--- config.mk ---
export PLATFORM = sky130hd
export DESIGN_NAME = writeback_arb_flat
export DESIGN_NICKNAME = d
export VERILOG_FILES = /design/src/rtl/writeback_arb_if.sv /design/src/rtl/writeback_arb.sv /design/src/flat_wrapper.sv
export SDC_FILE = /design/constraint.sdc
export NUM_CORES = 1
export LEC_CHECK = 0
export ABC_AREA = 1
export BUFFER_PORTS_ARGS = -buffer_cell sky130_fd_sc_hd__buf_2
export CAP_MARGIN = 20
export CORE_UTILIZATION = 35
export DETAILED_ROUTE_END_ITERATION = 8
export SKIP_CTS_REPAIR_TIMING = 1
export SYNTH_ARGS = -nofsm -noshare
export SYNTH_HDL_FRONTEND = slang
export SYNTH_SLANG_ARGS = --single-unit
--- constraint.sdc ---
create_clock -name clk -period 3.2 [get_ports clk]
set_clock_uncertainty 0.1 [all_clocks]
set_input_delay 0.64 -clock clk [delete_from_list [all_inputs] [get_ports clk]]
set_output_delay 0.64 -clock clk [all_outputs]
set_load 0.01 [all_outputs]
--- src/rtl/writeback_arb_if.sv ---
// Bundles the producer request channels and the register-file write port of writeback_arb.
// The slave modport is the arbiter's view; the master modport drives producers and the register file.
interface writeback_arb_if #(
   parameter int NCH   = 2,
   parameter int DW    = 16,
   parameter int AW    = 4,
   parameter int DEPTH = 4
);
   localparam int LW = $clog2(DEPTH + 1);

   logic [NCH-1:0]    req;
   logic [NCH-1:0]    ack;
   logic [NCH*AW-1:0] rd;
   logic [NCH*DW-1:0] result;
   logic              write_en;
   logic [AW-1:0]     write_addr;
   logic [DW-1:0]     write_data;
   logic              reg_ack;
   logic [LW-1:0]     fifo_level;
   logic              busy;

   modport master (
      output req, rd, result, reg_ack,
      input  ack, write_en, write_addr, write_data, fifo_level, busy
   );

   modport slave (
      input  req, rd, result, reg_ack,
      output ack, write_en, write_addr, write_data, fifo_level, busy
   );
endinterface

--- src/rtl/writeback_arb.sv ---
// Round-robin arbiter collecting register writes from NCH producers into a small FIFO,
// drained one write at a time through a request/acknowledge register-file port.
module writeback_arb #(
   parameter int NCH        = 2,
   parameter int DW         = 16,
   parameter int AW         = 4,
   parameter int DEPTH      = 4,
   parameter bit DISCARD_R0 = 1'b1
) (
   input logic           clk,
   input logic           rst_n,
   writeback_arb_if.slave bus
);
   localparam int PW = (DEPTH > 1) ? $clog2(DEPTH) : 1;
   localparam int LW = $clog2(DEPTH + 1);
   localparam int CW = (NCH > 1) ? $clog2(NCH) : 1;

   typedef enum logic {
      IDLE,
      WAIT_ACK
   } state_t;

   state_t            state_q, state_d;
   logic [AW+DW-1:0]  mem [DEPTH];
   logic [PW-1:0]     wptr, rptr;
   logic [LW-1:0]     level;
   logic [NCH-1:0]    ack_q;
   logic [CW-1:0]     last_q;
   logic              we_q, we_d;
   logic [AW-1:0]     addr_q, addr_d;
   logic [DW-1:0]     data_q, data_d;

   logic [NCH-1:0]    elig;
   logic              gnt_valid;
   logic [CW-1:0]     gnt_idx;
   int unsigned       cand;
   logic [AW-1:0]     gnt_rd;
   logic [DW-1:0]     gnt_data;
   logic              push, pop;

   // A channel whose ack is on this cycle is finishing, so it cannot be granted again yet.
   always_comb begin
      elig      = bus.req & ~ack_q;
      gnt_valid = 1'b0;
      gnt_idx   = '0;
      cand      = 0;
      if (level < LW'(DEPTH)) begin
         for (int unsigned k = 1; k <= NCH; k++) begin
            cand = (32'(last_q) + k) % NCH;
            if (!gnt_valid && elig[CW'(cand)]) begin
               gnt_valid = 1'b1;
               gnt_idx   = CW'(cand);
            end
         end
      end
   end

   assign gnt_rd   = bus.rd[gnt_idx*AW +: AW];
   assign gnt_data = bus.result[gnt_idx*DW +: DW];
   assign push     = gnt_valid && !(DISCARD_R0 && (gnt_rd == '0));

   // The head entry stays counted in level until reg_ack retires it.
   always_comb begin
      state_d = state_q;
      we_d    = we_q;
      addr_d  = addr_q;
      data_d  = data_q;
      pop     = 1'b0;
      case (state_q)
         IDLE: begin
            if (level != '0) begin
               we_d             = 1'b1;
               {addr_d, data_d} = mem[rptr];
               state_d          = WAIT_ACK;
            end
         end
         WAIT_ACK: begin
            if (bus.reg_ack) begin
               we_d    = 1'b0;
               pop     = 1'b1;
               state_d = IDLE;
            end
         end
         default: state_d = IDLE;
      endcase
   end

   always_ff @(posedge clk or negedge rst_n) begin
      if (!rst_n) begin
         state_q <= IDLE;
         we_q    <= 1'b0;
         addr_q  <= '0;
         data_q  <= '0;
         ack_q   <= '0;
         last_q  <= CW'(NCH - 1);
         wptr    <= '0;
         rptr    <= '0;
         level   <= '0;
      end else begin
         state_q <= state_d;
         we_q    <= we_d;
         addr_q  <= addr_d;
         data_q  <= data_d;
         ack_q   <= '0;
         if (gnt_valid) begin
            ack_q[gnt_idx] <= 1'b1;
            last_q         <= gnt_idx;
         end
         if (push) wptr <= wptr + PW'(1);
         if (pop)  rptr <= rptr + PW'(1);
         level <= level + LW'(push) - LW'(pop);
      end
   end

   always_ff @(posedge clk) begin
      if (push) mem[wptr] <= {gnt_rd, gnt_data};
   end

   assign bus.ack        = ack_q;
   assign bus.write_en   = we_q;
   assign bus.write_addr = addr_q;
   assign bus.write_data = data_q;
   assign bus.fifo_level = level;
   assign bus.busy       = (level != '0) || we_q;
endmodule

--- src/flat_wrapper.sv ---
// flat-port wrapper written by rule: the top's interface ports become plain ports
module writeback_arb_flat 
#(
   parameter int NCH        = 2,
   parameter int DW         = 16,
   parameter int AW         = 4,
   parameter int DEPTH      = 4,
   parameter bit DISCARD_R0 = 1'b1
)
  (clk, rst_n, bus_req, bus_rd, bus_result, bus_reg_ack, bus_ack, bus_write_en, bus_write_addr, bus_write_data, bus_fifo_level, bus_busy);
  writeback_arb_if #(.NCH(NCH), .DW(DW), .AW(AW), .DEPTH(DEPTH)) bus_i ();
  input logic clk;
  input logic rst_n;
  input wire logic [$bits(bus_i.req)-1:0] bus_req;
  input wire logic [$bits(bus_i.rd)-1:0] bus_rd;
  input wire logic [$bits(bus_i.result)-1:0] bus_result;
  input wire logic [$bits(bus_i.reg_ack)-1:0] bus_reg_ack;
  output wire logic [$bits(bus_i.ack)-1:0] bus_ack;
  output wire logic [$bits(bus_i.write_en)-1:0] bus_write_en;
  output wire logic [$bits(bus_i.write_addr)-1:0] bus_write_addr;
  output wire logic [$bits(bus_i.write_data)-1:0] bus_write_data;
  output wire logic [$bits(bus_i.fifo_level)-1:0] bus_fifo_level;
  output wire logic [$bits(bus_i.busy)-1:0] bus_busy;
  assign bus_i.req = bus_req;
  assign bus_i.rd = bus_rd;
  assign bus_i.result = bus_result;
  assign bus_i.reg_ack = bus_reg_ack;
  assign bus_ack = bus_i.ack;
  assign bus_write_en = bus_i.write_en;
  assign bus_write_addr = bus_i.write_addr;
  assign bus_write_data = bus_i.write_data;
  assign bus_fifo_level = bus_i.fifo_level;
  assign bus_busy = bus_i.busy;
  writeback_arb #(.NCH(NCH), .DW(DW), .AW(AW), .DEPTH(DEPTH), .DISCARD_R0(DISCARD_R0)) u_core (.clk(clk), .rst_n(rst_n), .bus(bus_i));
endmodule
== Yosys cells after proc, flatten, opt, wreduce, memory -nomap -nowiden ==
Memory sizes are Yosys's and may differ from the RTL's. A register that Yosys moved wholly into a read port is not among the register bits.
Cells that the tools add are included.
Storage, ports and cells
  input port bits: 45
  word-level logic and storage cells: 61
  register bits: 12
  memories kept: 1
  output and inout bits: 27
  RAM bits: 80
Memory list
  u_core.mem: words 4, bits a word 20, read ports 1, clocked after memory_dff 1, write ports 1, RTL line writeback_arb.sv:24  | logic [AW+DW-1:0] mem [DEPTH];
Operators by class
  bitwise gates (word level): 3
  multiplexer cells: 24
  $add $sub $neg: 6
  shift operators: 2
  eq/ne operators: 2
  order comparisons: 5
  reduce and logical (&&, ||, !) cells: 11
Operators by type and width (count)
  $shiftx 32x6->16: 1
  $mux 1: 20
  $shiftx 8x4->4: 1
  $lt 1x2->1 const B: 3
  $add 2x1->2 const B: 2
  $logic_not 4->1: 1
  $pmux 1 s2: 2
  $reduce_and 2->1: 2
  $add 3x1->3: 1
  $logic_and 1x1->1: 3
  $logic_not 1->1: 3
  $lt 3x3->1 const B: 1
  $reduce_bool 3->1: 1
  $sub 3x1->3: 1
  $add 1x1->1 const B: 2
  $and 2x2->2: 1
  $mux 2: 1
  $ne 2x1->1 const B: 1
  $ne 2x2->1 const B: 1
  $not 2->2: 1
  $demux 1 s1: 1
  $ge 1x1->1 const B: 1
  $logic_or 1x1->1: 1
  $not 1->1: 1

== Depth between registers and ports, before layout ==
Gate-level depths: netlist of run 1.
  depth in word-level cells: 16
  depth in mapped cells: 15
  mapped depth without buffers: 14

== Least setup slack after synthesis of run 1 ==
No wires, ideal clock.
  path kind: input to register
  from: input bus_req[0]
  to: memory u_core.mem[0][0] in the netlist's numbering, enable pin
  path slack: 0.525 ns
  data arrival time: 2.178 ns
  data required time: 2.703 ns
  buffers on the path: 1
  setup time: 0.397 ns
  stages: 9
  cell sequence: nand3_2 > nand2_4 > buf_6 > nand2_4 > nand2_4 > nor2_4 > nand2_2 > nand2_4 > nor2_1
On the way
  longest elaborated chain between the ends: 15
  elaborated cells between the ends (all ways): 20
  those cells by class: shift (1); mux (13); bitwise (1); reduce/logical (5)
Ends and longest elaborated chain
  start, declared: RTL line flat_wrapper.sv:14  | input wire logic [$bits(bus_i.req)-1:0] bus_req;
  $and 2x2->2 (*): RTL line writeback_arb.sv:43  | elig = bus.req & ~ack_q;
  $mux 1 (not written as such) (2 in series): RTL line writeback_arb.sv:50  | if (!gnt_valid && elig[CW'(cand)]) begin
  $mux 1: RTL line writeback_arb.sv:50
  $mux 1: RTL line writeback_arb.sv:47  | if (level < LW'(DEPTH)) begin
  $logic_not 1->1: RTL line writeback_arb.sv:50
  $logic_and 1x1->1: RTL line writeback_arb.sv:50
  $mux 1 (*): RTL line writeback_arb.sv:50
  $mux 1 (*): RTL line writeback_arb.sv:47
  $shiftx 8x4->4 (*): RTL line writeback_arb.sv:58  | assign gnt_rd = bus.rd[gnt_idx*AW +: AW];
  named net u_core.gnt_rd[3]: RTL line writeback_arb.sv:37  | logic [AW-1:0] gnt_rd;
  $logic_not 4->1 (*): RTL line writeback_arb.sv:60  | assign push = gnt_valid && !(DISCARD_R0 && (gnt_rd == '0));
  $logic_not 1->1 (*): RTL line writeback_arb.sv:60
  $logic_and 1x1->1 (*): RTL line writeback_arb.sv:60
  $mux 1 (*): RTL line writeback_arb.sv:116  | if (push) mem[wptr] <= {gnt_rd, gnt_data};
  $mux 1 (not written as such) (*): RTL line writeback_arb.sv:116
  end, declared: RTL line writeback_arb.sv:24
The timed path passes the listed nets; every way through them passes the cells marked *. The select of a mux whose other input is x is not followed.

== Final worst setup path of run 1 ==
  from: register u_core.last_q
  to: register u_core.level[2], in the netlist u_core.bus.fifo_level[2]
On the way
  longest elaborated chain between the ends: 15
  elaborated cells between the ends (all ways): 21
  those cells by class: add/sub (4); shift (1); mux (11); reduce/logical (5)
Ends and longest elaborated chain
  start, declared: RTL line writeback_arb.sv:28  | logic [CW-1:0] last_q;
  start signal, assigned: RTL line writeback_arb.sv:95  | last_q <= CW'(NCH - 1);
  start signal, assigned: RTL line writeback_arb.sv:107  | last_q <= gnt_idx;
  $add 1x1->1: RTL line writeback_arb.sv:49  | cand = (32'(last_q) + k) % NCH;
  $mux 1 (not written as such) (2 in series): RTL line writeback_arb.sv:50
  $mux 1: RTL line writeback_arb.sv:50
  $mux 1: RTL line writeback_arb.sv:47
  $logic_not 1->1: RTL line writeback_arb.sv:50
  $logic_and 1x1->1: RTL line writeback_arb.sv:50
  $mux 1 (*): RTL line writeback_arb.sv:50
  $mux 1 (*): RTL line writeback_arb.sv:47
  $shiftx 8x4->4 (*): RTL line writeback_arb.sv:58
  named net u_core.gnt_rd[2]: RTL line writeback_arb.sv:37
  $logic_not 4->1 (*): RTL line writeback_arb.sv:60
  $logic_not 1->1 (*): RTL line writeback_arb.sv:60
  $logic_and 1x1->1 (*): RTL line writeback_arb.sv:60
  named net u_core.push: RTL line writeback_arb.sv:39  | logic push, pop;
  $add 3x1->3 (*): RTL line writeback_arb.sv:111  | level <= level + LW'(push) - LW'(pop);
  $sub 3x1->3 (*): RTL line writeback_arb.sv:111
  end signal, assigned: RTL line writeback_arb.sv:111
  end, declared: RTL line writeback_arb.sv:26  | logic [LW-1:0] level;
Marks and branches as above.
A chain may end at the register's enable or synchronous reset.

==> summary.json, run 1 <==
{
  "outcome": {
    "outcome": "finished clean"
  },
  "grt": {
    "global_route.overflow_total": 0,
    "antenna_found_initial": 0,
    "grt_use_total_pct": 15.56,
    "grt_first_pass_wirelength_um": 15650,
    "grt_pass1_vias": 3095,
    "grt_max_degree": 43
  },
  "logic_synthesis": {
    "synthCells": 415,
    "ys.warnings.count": 0,
    "number_of_enable_flip_flop_cells_after_synthesis": 80,
    "synth.ff_latch_count": 112,
    "synth.cell_area_um2": 4621,
    "synth.lib_cells_used.distinct": 27,
    "synthFlopType": "sky130_fd_sc_hd__edfxtp_1",
    "synth.net_count": 467,
    "synth_sequential_area_ratio_pct": 69.35,
    "postSynth.asyncResetShare_pct": 28.57,
    "avg_cell_area_syn_um2": 11.13
  },
  "critical_path": {
    "critPathArrivalTime_ns": 2.70,
    "critical_path.max_fanout": 22,
    "r2r_slack_ns": 0.66,
    "critical_path_required_ns": 3.36,
    "critical_path.endpoint_type": "flop",
    "cp-start-kind": "flop",
    "start_to_end_type_of_the_worst_setup_path": "flop to flop"
  },
  "cts": {
    "cts_buffers": 9,
    "clk_latency_ns": 0.35,
    "clkSinkCount": 112,
    "max-clock-path-buffers": 2,
    "worst_setup_hold_path_clk_slew_ns": 0.07,
    "cts_root_cell": "sky130_fd_sc_hd__clkbuf_16",
    "tritoncts": "built",
    "cts-htree-levels": 3
  },
  "drt": {
    "postRouteWirelength_um": 9766,
    "drt_first_iter_violations": 125,
    "post_detailed_route_drc_marker_count": 0,
    "routed-via-count": 3080,
    "avgRoutedWirePerCell_um": 14.71,
    "drtAntennaViolNets": 0,
    "via_per_inst": 4.639,
    "dr.pass1.iters": 4
  },
  "timing": {
    "max_clock_freq_ghz": 0.3936,
    "slew_of_the_pin_with_the_lowest_slew_margin_ns": 0.9415,
    "worst_slack_ns": 0.6592,
    "grt_setup_unrepaired": "no",
    "setup_total_negative_slack_ns": 0,
    "report.final.hold_viol_count": 0,
    "max-slew-margin-rel_pct": 37.08,
    "finalSetupViolations": 0,
    "final-max-slew-violation-count": 0,
    "post-route-min-period_ns": 2.541,
    "final_min_period_over_clock_period_pct": 79.40
  },
  "worst_hold_path": {
    "hold_removal_path_class": "primary input to asynchronous set/reset pin"
  },
  "floorplanning": {
    "dieHeight_um": 116.9,
    "initial_utilization_pct": 36.32,
    "core_region_area_um2": 12720,
    "dieWidth_um": 116.9,
    "io-pin-count": 72,
    "floorplan.rows": 41,
    "fp.dieArea_um2": 13670
  },
  "pwr": {
    "irDropWorstVdd_uv": 378.6,
    "static-leakage-power_nw": 2.224,
    "cellPowerDensity_nw_per_um2": 948.7,
    "total_power_mw": 5.230
  },
  "place": {
    "gp_congestion": 0.7851,
    "buffer_ports.inserted": 71,
    "dp_cells": 648,
    "pre_cts_slack_ns": 0.3924,
    "detailed_place_hpwl_um": 6377
  },
  "final_layout": {
    "finish.cell_count_without_fillers": 664,
    "num_antenna_cells": 0,
    "synthToLayoutAreaGrowth_pct": 19.31,
    "layout-drive-gt1-share_pct": 23.37,
    "final_util_pct": 43.33,
    "nNetsFinal": 539
  },
  "run": {
    "max_cap_violations": 0
  }
}
synth_stat cells, types with 2 or more instances:
cell type / n / area [um^2]
sky130_fd_sc_hd__o21ai_0: 39 / 195.2
sky130_fd_sc_hd__nand2_4: 4 / 45.04
sky130_fd_sc_hd__xnor2_1: 2 / 17.52
sky130_fd_sc_hd__nor2_4: 2 / 22.52
sky130_fd_sc_hd__nand2_2: 2 / 12.51
sky130_fd_sc_hd__ha_1: 6 / 75.07
sky130_fd_sc_hd__nand3_1: 6 / 30.03
sky130_fd_sc_hd__nand2_1: 62 / 232.7
sky130_fd_sc_hd__clkbuf_1: 8 / 30.03
sky130_fd_sc_hd__buf_2: 9 / 45.04
sky130_fd_sc_hd__a21oi_1: 2 / 10.01
sky130_fd_sc_hd__nor2_1: 111 / 416.7
sky130_fd_sc_hd__inv_2: 2 / 7.510
sky130_fd_sc_hd__a31oi_1: 20 / 125.1
sky130_fd_sc_hd__dfrtp_1: 31 / 775.7
sky130_fd_sc_hd__edfxtp_1: 80 / 2402
sky130_fd_sc_hd__inv_1: 18 / 67.56
sky130_fd_sc_hd__nor2_2: 2 / 12.51
worst max-delay path, cell delays in order (launching register included):
cell and delay [ns]:
sky130_fd_sc_hd__dfstp_2 0.54, sky130_fd_sc_hd__nand3_2 0.14, sky130_fd_sc_hd__nand2_4 0.29, sky130_fd_sc_hd__nand2_1 0.09
sky130_fd_sc_hd__nand2_1 0.20, sky130_fd_sc_hd__nor2_4 0.06, sky130_fd_sc_hd__nand2_2 0.09, sky130_fd_sc_hd__nand2_4 0.09
sky130_fd_sc_hd__inv_1 0.09, sky130_fd_sc_hd__ha_1 0.15, sky130_fd_sc_hd__inv_1 0.05, sky130_fd_sc_hd__fa_1 0.38
sky130_fd_sc_hd__xnor2_1 0.19
layout make-up:
cell class / count / area, um^2
Multi-Input combinational cell: 263 / 1259
Fill cell: 1250 / 7209
Tap cell: 172 / 215.2
Sequential cell: 112 / 3204
Clock inverter: 7 / 103.9
Inverter: 20 / 75.07
Clock buffer: 9 / 225.2
Timing Repair Buffer: 81 / 430.4
through the flow:
stage	instance area (um^2)	hold slack, ns
CTS	5513	0.3107
detailed placement	5184	0.4130
floorplan	4621	0.2444
finish	5513	0.2678
global placement	5184	0.4113
global route	5513	0.3327
state kept, by name (all words and copies together), names as in the netlist:
name,count
u_core.state_q,1
u_core.wptr,2
u_core.bus.fifo_level,3
u_core.rptr,2
u_core.bus.write_addr,4
u_core.bus.write_data,16
u_core.bus.ack,2
u_core.mem,80
u_core.bus.write_en,1
u_core.last_q,1
layout by cell type (no fill, tap or decap):
cell type	n
sky130_fd_sc_hd__a21oi_1	2
sky130_fd_sc_hd__a31oi_1	20
sky130_fd_sc_hd__buf_2	71
sky130_fd_sc_hd__buf_4	10
sky130_fd_sc_hd__bufinv_16	2
sky130_fd_sc_hd__clkbuf_16	9
sky130_fd_sc_hd__clkinv_4	2
sky130_fd_sc_hd__clkinvlp_4	2
sky130_fd_sc_hd__dfrtp_1	31
sky130_fd_sc_hd__dfstp_2	1
sky130_fd_sc_hd__edfxtp_1	80
sky130_fd_sc_hd__fa_1	1
sky130_fd_sc_hd__ha_1	6
sky130_fd_sc_hd__inv_1	18
sky130_fd_sc_hd__inv_2	2
sky130_fd_sc_hd__inv_8	1
sky130_fd_sc_hd__nand2_1	62
sky130_fd_sc_hd__nand2_2	2
sky130_fd_sc_hd__nand2_4	4
sky130_fd_sc_hd__nand3_1	6
sky130_fd_sc_hd__nand3_2	1
sky130_fd_sc_hd__nor2_1	107
sky130_fd_sc_hd__nor2_2	5
sky130_fd_sc_hd__nor2_4	3
sky130_fd_sc_hd__nor3_1	1
sky130_fd_sc_hd__o21ai_0	39
sky130_fd_sc_hd__o21ai_1	1
sky130_fd_sc_hd__xnor2_1	2
sky130_fd_sc_hd__xor2_1	1
metal layers:
layer	vias up	global-route usage, %	part of all wire (%)
li1	1536	-	-
met1	1468	19.28	45
met2	64	27.14	50
met3	12	2.832	3.5
met4	0	5.907	1.7
met5	-	0	0
logic make-up (layout without fill, tap and decap cells):
kind of cell,Yosys count,in the layout,synth area share [%]
compound gates,62,62,7.257
fa+ha+maj,7,7,2.058
simple gates,191,191,17.03
xor+xnor,3,3,0.5687
buf+inv,40,117,3.737
flops,112,112,69.35
report_power, final:
| part | total, mW | internal, mW | switching (mW) |
|---|---|---|---|
| Clock | 1.21 | 0.694 | 0.515 |
| Combinational | 1.78 | 0.590 | 1.19 |
| Sequential | 2.25 | 2.07 | 0.176 |
| Total | 5.23 | 3.35 | 1.88 |
path summary, 6_finish.rpt:
path / cells after the start / start / end
min: 1 / rst_n / u_core.bus.write_data[0]
max in group asynchronous: 1 / rst_n / u_core.bus.fifo_level[2]
min in group clk: 2 / u_core.last_q / u_core.last_q
max: 12 / u_core.last_q / u_core.bus.fifo_level[2]
min reg2reg: 2 / u_core.last_q / u_core.last_q
max reg2reg: 12 / u_core.last_q / u_core.bus.fifo_level[2]
No activity file was read; power rests on OpenSTA's default activity.
==> run 2, diff against run 1 <==
- clock period: 3.2 -> 2.5 ns (I/O delays scaled with it)
==> run 2 against run 1 <==
Net effect:
- critical path type is now flop to output pin
- first-iteration DRC count fell by 9.6%
- count of clock-buffer cells in the layout rose by 1
- wire length is 3.0% lower
- flip-flop and latch count unchanged
- non-clock buffer count increased by 4
- register-to-register slack lost 0.42 ns
- global-route usage decreased by 0.43 points
- cell count grew 0.60%
- combinational power rose by 29%
- worst setup slack worse by 0.43 ns
- die area stayed put
- utilization is 0.24 points higher
==> summary.json, run 2 (synthesis gave the netlist of run 1 again) <==
{
  "drt": {
    "avgRoutedWirePerCell": {"value": 14.18, "unit": "um", "change": "-3.6%"},
    "drt_first_iter_violations": {"value": 113, "change": "-9.6%"},
    "via_per_inst": {"value": 4.602, "change": "-0.79%"},
    "postRouteWirelength": {"value": 9474, "unit": "um", "change": "-3.0%"},
    "post_detailed_route_drc_marker_count": {"value": 0, "change": "unchanged"},
    "drtAntennaViolNets": {"value": 0, "change": "unchanged"},
    "dr.pass1.iters": {"value": 4, "change": "unchanged"},
    "routed-via-count": {"value": 3074, "change": "-0.19%"}
  },
  "final_layout": {
    "nNetsFinal": {"value": 543, "change": "+0.74%"},
    "mostFrequentLayoutCell": "sky130_fd_sc_hd__nor2_1",
    "final-seq-area": {"value": 3204, "unit": "um^2", "change": "unchanged"},
    "final_util": {"value": 43.57, "unit": "%", "change": "+0.24 points"},
    "num_antenna_cells": {"value": 0, "change": "unchanged"},
    "most-common-layout-cells": "107 x sky130_fd_sc_hd__nor2_1, 80 x sky130_fd_sc_hd__edfxtp_1, 71 x sky130_fd_sc_hd__buf_2",
    "largest_register": "u_core.mem",
    "multi_input_comb_area": {"value": 1259, "unit": "um^2", "change": "unchanged"},
    "fin_area": {"value": 5543, "unit": "um^2", "change": "+0.54%"},
    "fillCellCount": {"value": 1240, "change": "-0.80%"},
    "synthToLayoutAreaGrowth_pct": 19.96,
    "largest_register_ff_count": {"value": 80, "change": "unchanged"},
    "finish.cell_count_without_fillers": {"value": 668, "change": "+0.60%"},
    "layout-drive-gt1-share": {"value": 23.79, "unit": "%", "change": "+0.42 points"}
  },
  "timing": {
    "final.hold.worst_slack": {"value": 0.1388, "unit": "ns", "change": "-0.1290 ns"},
    "worst_slack": {"value": 0.2293, "unit": "ns", "change": "-0.4299 ns"},
    "max-slew-margin-rel": {"value": 37.36, "unit": "%", "change": "+0.28 points"},
    "final_min_period_over_clock_period_pct": 90.83,
    "slew_of_the_pin_with_the_lowest_slew_margin": {"value": 0.9374, "unit": "ns", "change": "-0.004146 ns"},
    "report.final.hold_viol_count": {"value": 0, "change": "unchanged"},
    "setup_total_negative_slack": {"value": 0, "unit": "ns", "change": "unchanged"},
    "finalSetupViolations": {"value": 0, "change": "unchanged"},
    "max_clock_freq_ghz": 0.4404,
    "grt_setup_unrepaired": "no",
    "final-max-slew-violation-count": {"value": 0, "change": "unchanged"},
    "post-route-min-period_ns": 2.271
  },
  "grt": {
    "antenna_found_initial": {"value": 0, "change": "unchanged"},
    "grt_max_degree": {"value": 42, "change": "-2.3%"},
    "grt_pass1_vias": {"value": 3094, "change": "-0.032%"},
    "global_route.overflow_total": {"value": 0, "change": "unchanged"},
    "grt_first_pass_wirelength": {"value": 15240, "unit": "um", "change": "-2.6%"},
    "grt_use_total": {"value": 15.12, "unit": "%", "change": "-0.43 points"}
  },
  "place": {
    "dp_cells": {"value": 652, "change": "+0.62%"},
    "post_dp_cell_area": {"value": 5239, "unit": "um^2", "change": "+1.1%"},
    "pre_cts_slack": {"value": 0.1141, "unit": "ns", "change": "-0.2783 ns"},
    "buffer_ports.inserted": {"value": 71, "change": "unchanged"},
    "detailed_place_hpwl": {"value": 6159, "unit": "um", "change": "-3.4%"},
    "gp_congestion": {"value": 0.7655, "change": "-2.5%"}
  },
  "cts": {
    "cts-htree-levels": {"value": 3, "change": "unchanged"},
    "clk_latency": {"value": 0.34, "unit": "ns", "change": "about the same"},
    "clkSinkCount": {"value": 112, "change": "unchanged"},
    "cts_buffers": {"value": 9, "change": "unchanged"},
    "max-clock-path-buffers": {"value": 2, "change": "unchanged"},
    "cts_root_cell": "sky130_fd_sc_hd__clkbuf_16",
    "worst_setup_hold_path_clk_slew": {"value": 0.07, "unit": "ns", "change": "about the same"},
    "tritoncts": "built"
  },
  "pwr": {
    "static-leakage-power": {"value": 2.240, "unit": "nW", "change": "+0.73%"},
    "cellPowerDensity": {"value": 1197, "unit": "nW/um^2", "change": "+26%"},
    "total_power": {"value": 6.635, "unit": "mW", "change": "+27%"},
    "irDropWorstVdd": {"value": 538.3, "unit": "uV", "change": "+42%"}
  },
  "floorplanning": {
    "floorplan.rows": {"value": 41, "change": "unchanged"},
    "fp.dieArea": {"value": 13670, "unit": "um^2", "change": "unchanged"},
    "io-pin-count": {"value": 72, "change": "unchanged"},
    "core_region_area": {"value": 12720, "unit": "um^2", "change": "unchanged"},
    "dieWidth": {"value": 116.9, "unit": "um", "change": "unchanged"},
    "dieHeight": {"value": 116.9, "unit": "um", "change": "unchanged"},
    "initial_utilization": {"value": 36.32, "unit": "%", "change": "unchanged"}
  },
  "critical_path": {
    "start_to_end_type_of_the_worst_setup_path": "flop to output pin",
    "critical_path.max_fanout": {"value": 4, "change": "-82%"},
    "critical_path_required": {"value": 1.90, "unit": "ns", "change": "-1.46 ns"},
    "cp-start-kind": "flop",
    "r2r_slack": {"value": 0.24, "unit": "ns", "change": "-0.42 ns"},
    "critical_path.endpoint_type": "output pin",
    "critPathArrivalTime": {"value": 1.67, "unit": "ns", "change": "-1.03 ns"},
    "timing.rr.start": "u_core.last_q",
    "r2r.worst_path.cells": {"value": 12, "change": "unchanged"},
    "rr_endpoint": "u_core.bus.fifo_level[1]",
    "critPathLaunch": "u_core.bus.fifo_level[2]"
  },
  "run": {
    "max_cap_violations": {"value": 0, "change": "unchanged"}
  },
  "worst_hold_path": {
    "hold_removal_path_class": "primary input to asynchronous set/reset pin"
  },
  "outcome": {
    "outcome": "finished clean"
  }
}
-- run 2: cell count changes in the layout (fill, tap and decap cells not counted) --
| cell | change |
|---|---|
| sky130_fd_sc_hd__buf_12 | +2 |
| sky130_fd_sc_hd__clkbuf_1 | +1 |
| sky130_fd_sc_hd__clkinvlp_4 | -1 |
| sky130_fd_sc_hd__inv_6 | +2 |
| sky130_fd_sc_hd__buf_4 | +2 |
| sky130_fd_sc_hd__bufinv_16 | -1 |
| sky130_fd_sc_hd__clkinv_4 | -1 |
-- run 2: worst max path at each step --
stage | endpoint | cells after the start
3_5_place_dp | u_core.bus.fifo_level[1] | 14
5_1_grt | u_core.bus.fifo_level[1] | 14
4_1_cts | bus_busy | 4
3_3_place_gp | u_core.bus.fifo_level[1] | 14
6_report | bus_busy | 4
2_1_floorplan | u_core.mem[0][0] | 9
-- run 2: final cells by class --
cell class / count / area share (%)
repair buffers: 85 / 8.758
multi-input cells: 263 / 22.71
clock inverters: 6 / 1.354
flip-flops and latches: 112 / 57.81
well taps: 172 / 3.883
inverters: 20 / 1.354
clock buffers: 10 / 4.131
-- run 2: where the power goes --
group          switching, mW  internal [mW]  total, mW  leakage [nW]
Clock                  0.637          0.793       1.43         0.146
Combinational           1.49          0.811       2.30          1.00
Sequential             0.255           2.65       2.90          1.09
Total                   2.38           4.25       6.64          2.24
-- run 2: critical path, cell delays in order, from the launching register on --
cell,delay [ns]
sky130_fd_sc_hd__dfrtp_1,0.43
sky130_fd_sc_hd__buf_4,0.18
sky130_fd_sc_hd__nor3_1,0.47
sky130_fd_sc_hd__nand2_1,0.09
sky130_fd_sc_hd__buf_2,0.16
-- run 2: layer usage --
| layer | global-route usage (%) | vias to the layer above | share of wire [%] |
|---|---|---|---|
| met5 | 0 | - | 0 |
| met4 | 6.835 | 0 | 1.6 |
| met3 | 2.317 | 10 | 4.1 |
| met2 | 25.52 | 69 | 49 |
| met1 | 19.34 | 1450 | 46 |
| li1 | - | 1545 | - |
==> run 3, diff against run 2 <==
- CORE_UTILIZATION: 35 -> 36
==> run 3 against run 2 <==
Net effect:
- power rose by 2.7%
- critical path type unchanged
- worst hold slack better by 0.0085 ns
- count of clock-buffer cells in the layout is the same
- sequential share of layout area decreased by 0.36 points
- highest routed layer unchanged
- sequential power about the same
- global-route usage is 1.5 points higher
- critical path depth unchanged
- cell count increased by 0.45%
- wire length up 5.9%
- clock power grew 8%
==> summary.json, run 3 (synthesis gave the netlist of run 1 again) <==
{
  "outcome": {
    "outcome": "finished clean"
  },
  "place": {
    "pre_cts_slack": {"value": 0.08214, "unit": "ns", "change": "-0.03193 ns"},
    "dp_cells": {"value": 654, "change": "+0.31%"},
    "buffer_ports.inserted": {"value": 71, "change": "unchanged"},
    "gp_congestion": {"value": 0.8252, "change": "+7.8%"},
    "post_dp_cell_area": {"value": 5241, "unit": "um^2", "change": "about the same"},
    "detailed_place_hpwl": {"value": 6594, "unit": "um", "change": "+7.1%"}
  },
  "timing": {
    "max-slew-margin-rel": {"value": 37.76, "unit": "%", "change": "+0.40 points"},
    "grt_setup_unrepaired": "no",
    "finalSetupViolations": {"value": 0, "change": "unchanged"},
    "setup_total_negative_slack": {"value": 0, "unit": "ns", "change": "unchanged"},
    "final-max-slew-violation-count": {"value": 0, "change": "unchanged"},
    "worst_slack": {"value": 0.2113, "unit": "ns", "change": "-0.01793 ns"},
    "report.final.hold_viol_count": {"value": 0, "change": "unchanged"},
    "slew_of_the_pin_with_the_lowest_slew_margin": {"value": 0.9314, "unit": "ns", "change": "-0.005983 ns"},
    "max_clock_freq": {"value": 0.4369, "unit": "GHz", "change": "-0.78%"},
    "post-route-min-period": {"value": 2.289, "unit": "ns", "change": "+0.01793 ns"},
    "final_min_period_over_clock_period": {"value": 91.55, "unit": "%", "change": "+0.72 points"}
  },
  "floorplanning": {
    "floorplan.rows": {"value": 41, "change": "unchanged"},
    "core_region_area": {"value": 12570, "unit": "um^2", "change": "-1.2%"},
    "fp.dieArea": {"value": 13290, "unit": "um^2", "change": "-2.7%"},
    "initial_utilization": {"value": 36.76, "unit": "%", "change": "+0.44 points"},
    "dieWidth": {"value": 115.3, "unit": "um", "change": "-1.4%"},
    "io-pin-count": {"value": 72, "change": "unchanged"},
    "dieHeight": {"value": 115.3, "unit": "um", "change": "-1.4%"}
  },
  "cts": {
    "clkSinkCount": {"value": 112, "change": "unchanged"},
    "clk_latency": {"value": 0.34, "unit": "ns", "change": "about the same"},
    "cts_buffers": {"value": 9, "change": "unchanged"},
    "worst_setup_hold_path_clk_slew": {"value": 0.07, "unit": "ns", "change": "about the same"},
    "cts_root_cell": "sky130_fd_sc_hd__clkbuf_16",
    "tritoncts": "built",
    "max-clock-path-buffers": {"value": 2, "change": "unchanged"},
    "cts-htree-levels": {"value": 3, "change": "unchanged"}
  },
  "grt": {
    "grt_use_total": {"value": 16.59, "unit": "%", "change": "+1.5 points"},
    "antenna_found_initial": {"value": 0, "change": "unchanged"},
    "grt_first_pass_wirelength": {"value": 16010, "unit": "um", "change": "+5.1%"},
    "grt_pass1_vias": {"value": 3127, "change": "+1.1%"},
    "grt_max_degree": {"value": 42, "change": "unchanged"},
    "global_route.overflow_total": {"value": 0, "change": "unchanged"}
  },
  "drt": {
    "routed-via-count": {"value": 3101, "change": "+0.88%"},
    "postRouteWirelength": {"value": 10030, "unit": "um", "change": "+5.9%"},
    "avgRoutedWirePerCell": {"value": 14.95, "unit": "um", "change": "+5.4%"},
    "drtAntennaViolNets": {"value": 0, "change": "unchanged"},
    "via_per_inst": {"value": 4.621, "change": "+0.43%"},
    "post_detailed_route_drc_marker_count": {"value": 0, "change": "unchanged"},
    "dr.pass1.iters": {"value": 5, "change": "+1"},
    "drt_first_iter_violations": {"value": 128, "change": "+13%"}
  },
  "final_layout": {
    "num_antenna_cells": {"value": 0, "change": "unchanged"},
    "layout-drive-gt1-share": {"value": 24.45, "unit": "%", "change": "+0.66 points"},
    "most-common-layout-cells": "107 x sky130_fd_sc_hd__nor2_1, 80 x sky130_fd_sc_hd__edfxtp_1, 71 x sky130_fd_sc_hd__buf_2",
    "finish.cell_count_without_fillers": {"value": 671, "change": "+0.45%"},
    "nNetsFinal": {"value": 546, "change": "+0.55%"},
    "largest_register_ff_count": {"value": 80, "change": "unchanged"},
    "fillCellCount": {"value": 1185, "change": "-4.4%"},
    "synthToLayoutAreaGrowth_pct": 20.71,
    "largest_register": "u_core.mem",
    "fin_area": {"value": 5578, "unit": "um^2", "change": "+0.63%"},
    "mostFrequentLayoutCell": "sky130_fd_sc_hd__nor2_1"
  },
  "pwr": {
    "p_int": {"value": 4.388, "unit": "mW", "change": "+3.2%"},
    "cellPowerDensity": {"value": 1221, "unit": "nW/um^2", "change": "+2.0%"},
    "static-leakage-power": {"value": 2.265, "unit": "nW", "change": "+1.1%"},
    "part_of_the_total_power_dissipated_in_the_clock_network": {"value": 22.8, "unit": "%", "change": "+1.2 points"},
    "irDropWorstVdd": {"value": 429.7, "unit": "uV", "change": "-20%"},
    "comb_power_share": {"value": 35.1, "unit": "%", "change": "+0.4 points"},
    "seqPwrFrac": {"value": 42.1, "unit": "%", "change": "-1.7 points"},
    "net-switching-power": {"value": 2.425, "unit": "mW", "change": "+1.8%"},
    "power.share.switching": {"value": 35.60, "unit": "%", "change": "-0.32 points"},
    "total_power": {"value": 6.813, "unit": "mW", "change": "+2.7%"}
  },
  "run": {
    "max_cap_violations": {"value": 0, "change": "unchanged"}
  },
  "worst_hold_path": {
    "hold_removal_path_class": "primary input to asynchronous set/reset pin"
  },
  "critical_path": {
    "start_to_end_type_of_the_worst_setup_path": "flop to output pin",
    "critical_path.endpoint_type": "output pin",
    "critical_path_required": {"value": 1.90, "unit": "ns", "change": "about the same"},
    "r2r_slack": {"value": 0.28, "unit": "ns", "change": "+0.04 ns"},
    "timing.critical_path.cells": "buf_4 > nor3_1 > nand2_1 > buf_2",
    "critical_path.max_fanout": {"value": 4, "change": "unchanged"},
    "cp-start-kind": "flop",
    "crit_slowest_cell": "sky130_fd_sc_hd__nor3_1",
    "critPathArrivalTime": {"value": 1.69, "unit": "ns", "change": "+0.02 ns"},
    "critPathMaxStageDelay": {"value": 0.47, "unit": "ns", "change": "about the same"}
  }
}
[run 3: cell count changes in the layout (fill, tap and decap cells not counted)]
| cell | change |
|---|---|
| sky130_fd_sc_hd__bufinv_16 | +1 |
| sky130_fd_sc_hd__clkinv_2 | +1 |
| sky130_fd_sc_hd__inv_6 | -1 |
| sky130_fd_sc_hd__clkbuf_1 | -1 |
| sky130_fd_sc_hd__clkbuf_8 | +1 |
| sky130_fd_sc_hd__inv_8 | -1 |
| sky130_fd_sc_hd__buf_12 | -1 |
| sky130_fd_sc_hd__buf_4 | +4 |
[run 3: metal layers]
layer / routed length, um / global-route usage, % / vias to the layer above
li1: - / - / 1550
met1: 4402 / 21.03 / 1459
met2: 4778 / 26.75 / 77
met3: 630 / 4.323 / 15
met4: 221 / 7.619 / 0
met5: 0 / 0 / -
[run 3: power by group through the flow]
stage / Clock [mW] / Combinational (mW) / Sequential (mW)
3_3_place_gp: 0 / 2.38 / 2.89
6_report: 1.55 / 2.39 / 2.87
3_5_place_dp: 0 / 2.42 / 2.91
5_1_grt: 1.65 / 2.73 / 2.91
2_1_floorplan: 0 / 1.45 / 2.98
4_1_cts: 1.58 / 2.44 / 2.87
[run 3: area by class of cell]
class	instances	area [um^2]	share of cell area, %
Inverter	20	75.07	1.346
Clock inverter	6	90.09	1.615
Clock buffer	10	239.0	4.284
Timing Repair Buffer	88	495.5	8.883
Tap cell	172	215.2	3.858
Multi-Input combinational cell	263	1259	22.57
Sequential cell	112	3204	57.45
[run 3: worst paths after layout]
path                                           from                        to  cells past startpoint
setup / recovery           u_core.bus.fifo_level[2]                  bus_busy                      4
hold / removal                                rst_n  u_core.bus.write_data[3]                      1
setup reg to reg                      u_core.last_q  u_core.bus.fifo_level[2]                     12
hold reg to reg                 u_core.bus.write_en       u_core.bus.write_en                      2
max in group asynchronous                     rst_n  u_core.bus.write_data[7]                      1
min in group clk                     bus_result[23]          u_core.mem[3][7]                      3
[run 3: per-stage QoR]
step	hold WS, ns	util, %
final	0.1472	44.38
after global placement	0.4125	41.70
after detailed placement	0.4089	41.70
after global routing	0.2205	44.38
after floorplan	0.1044	-
after CTS	0.1849	44.32
[run 3: worst max-delay path, delay by kind of cell (launching register included)]
family,cells,cell delay (ns)
and+or+nand+nor,2,0.57
DFF,1,0.42
buffers and inverters,2,0.35
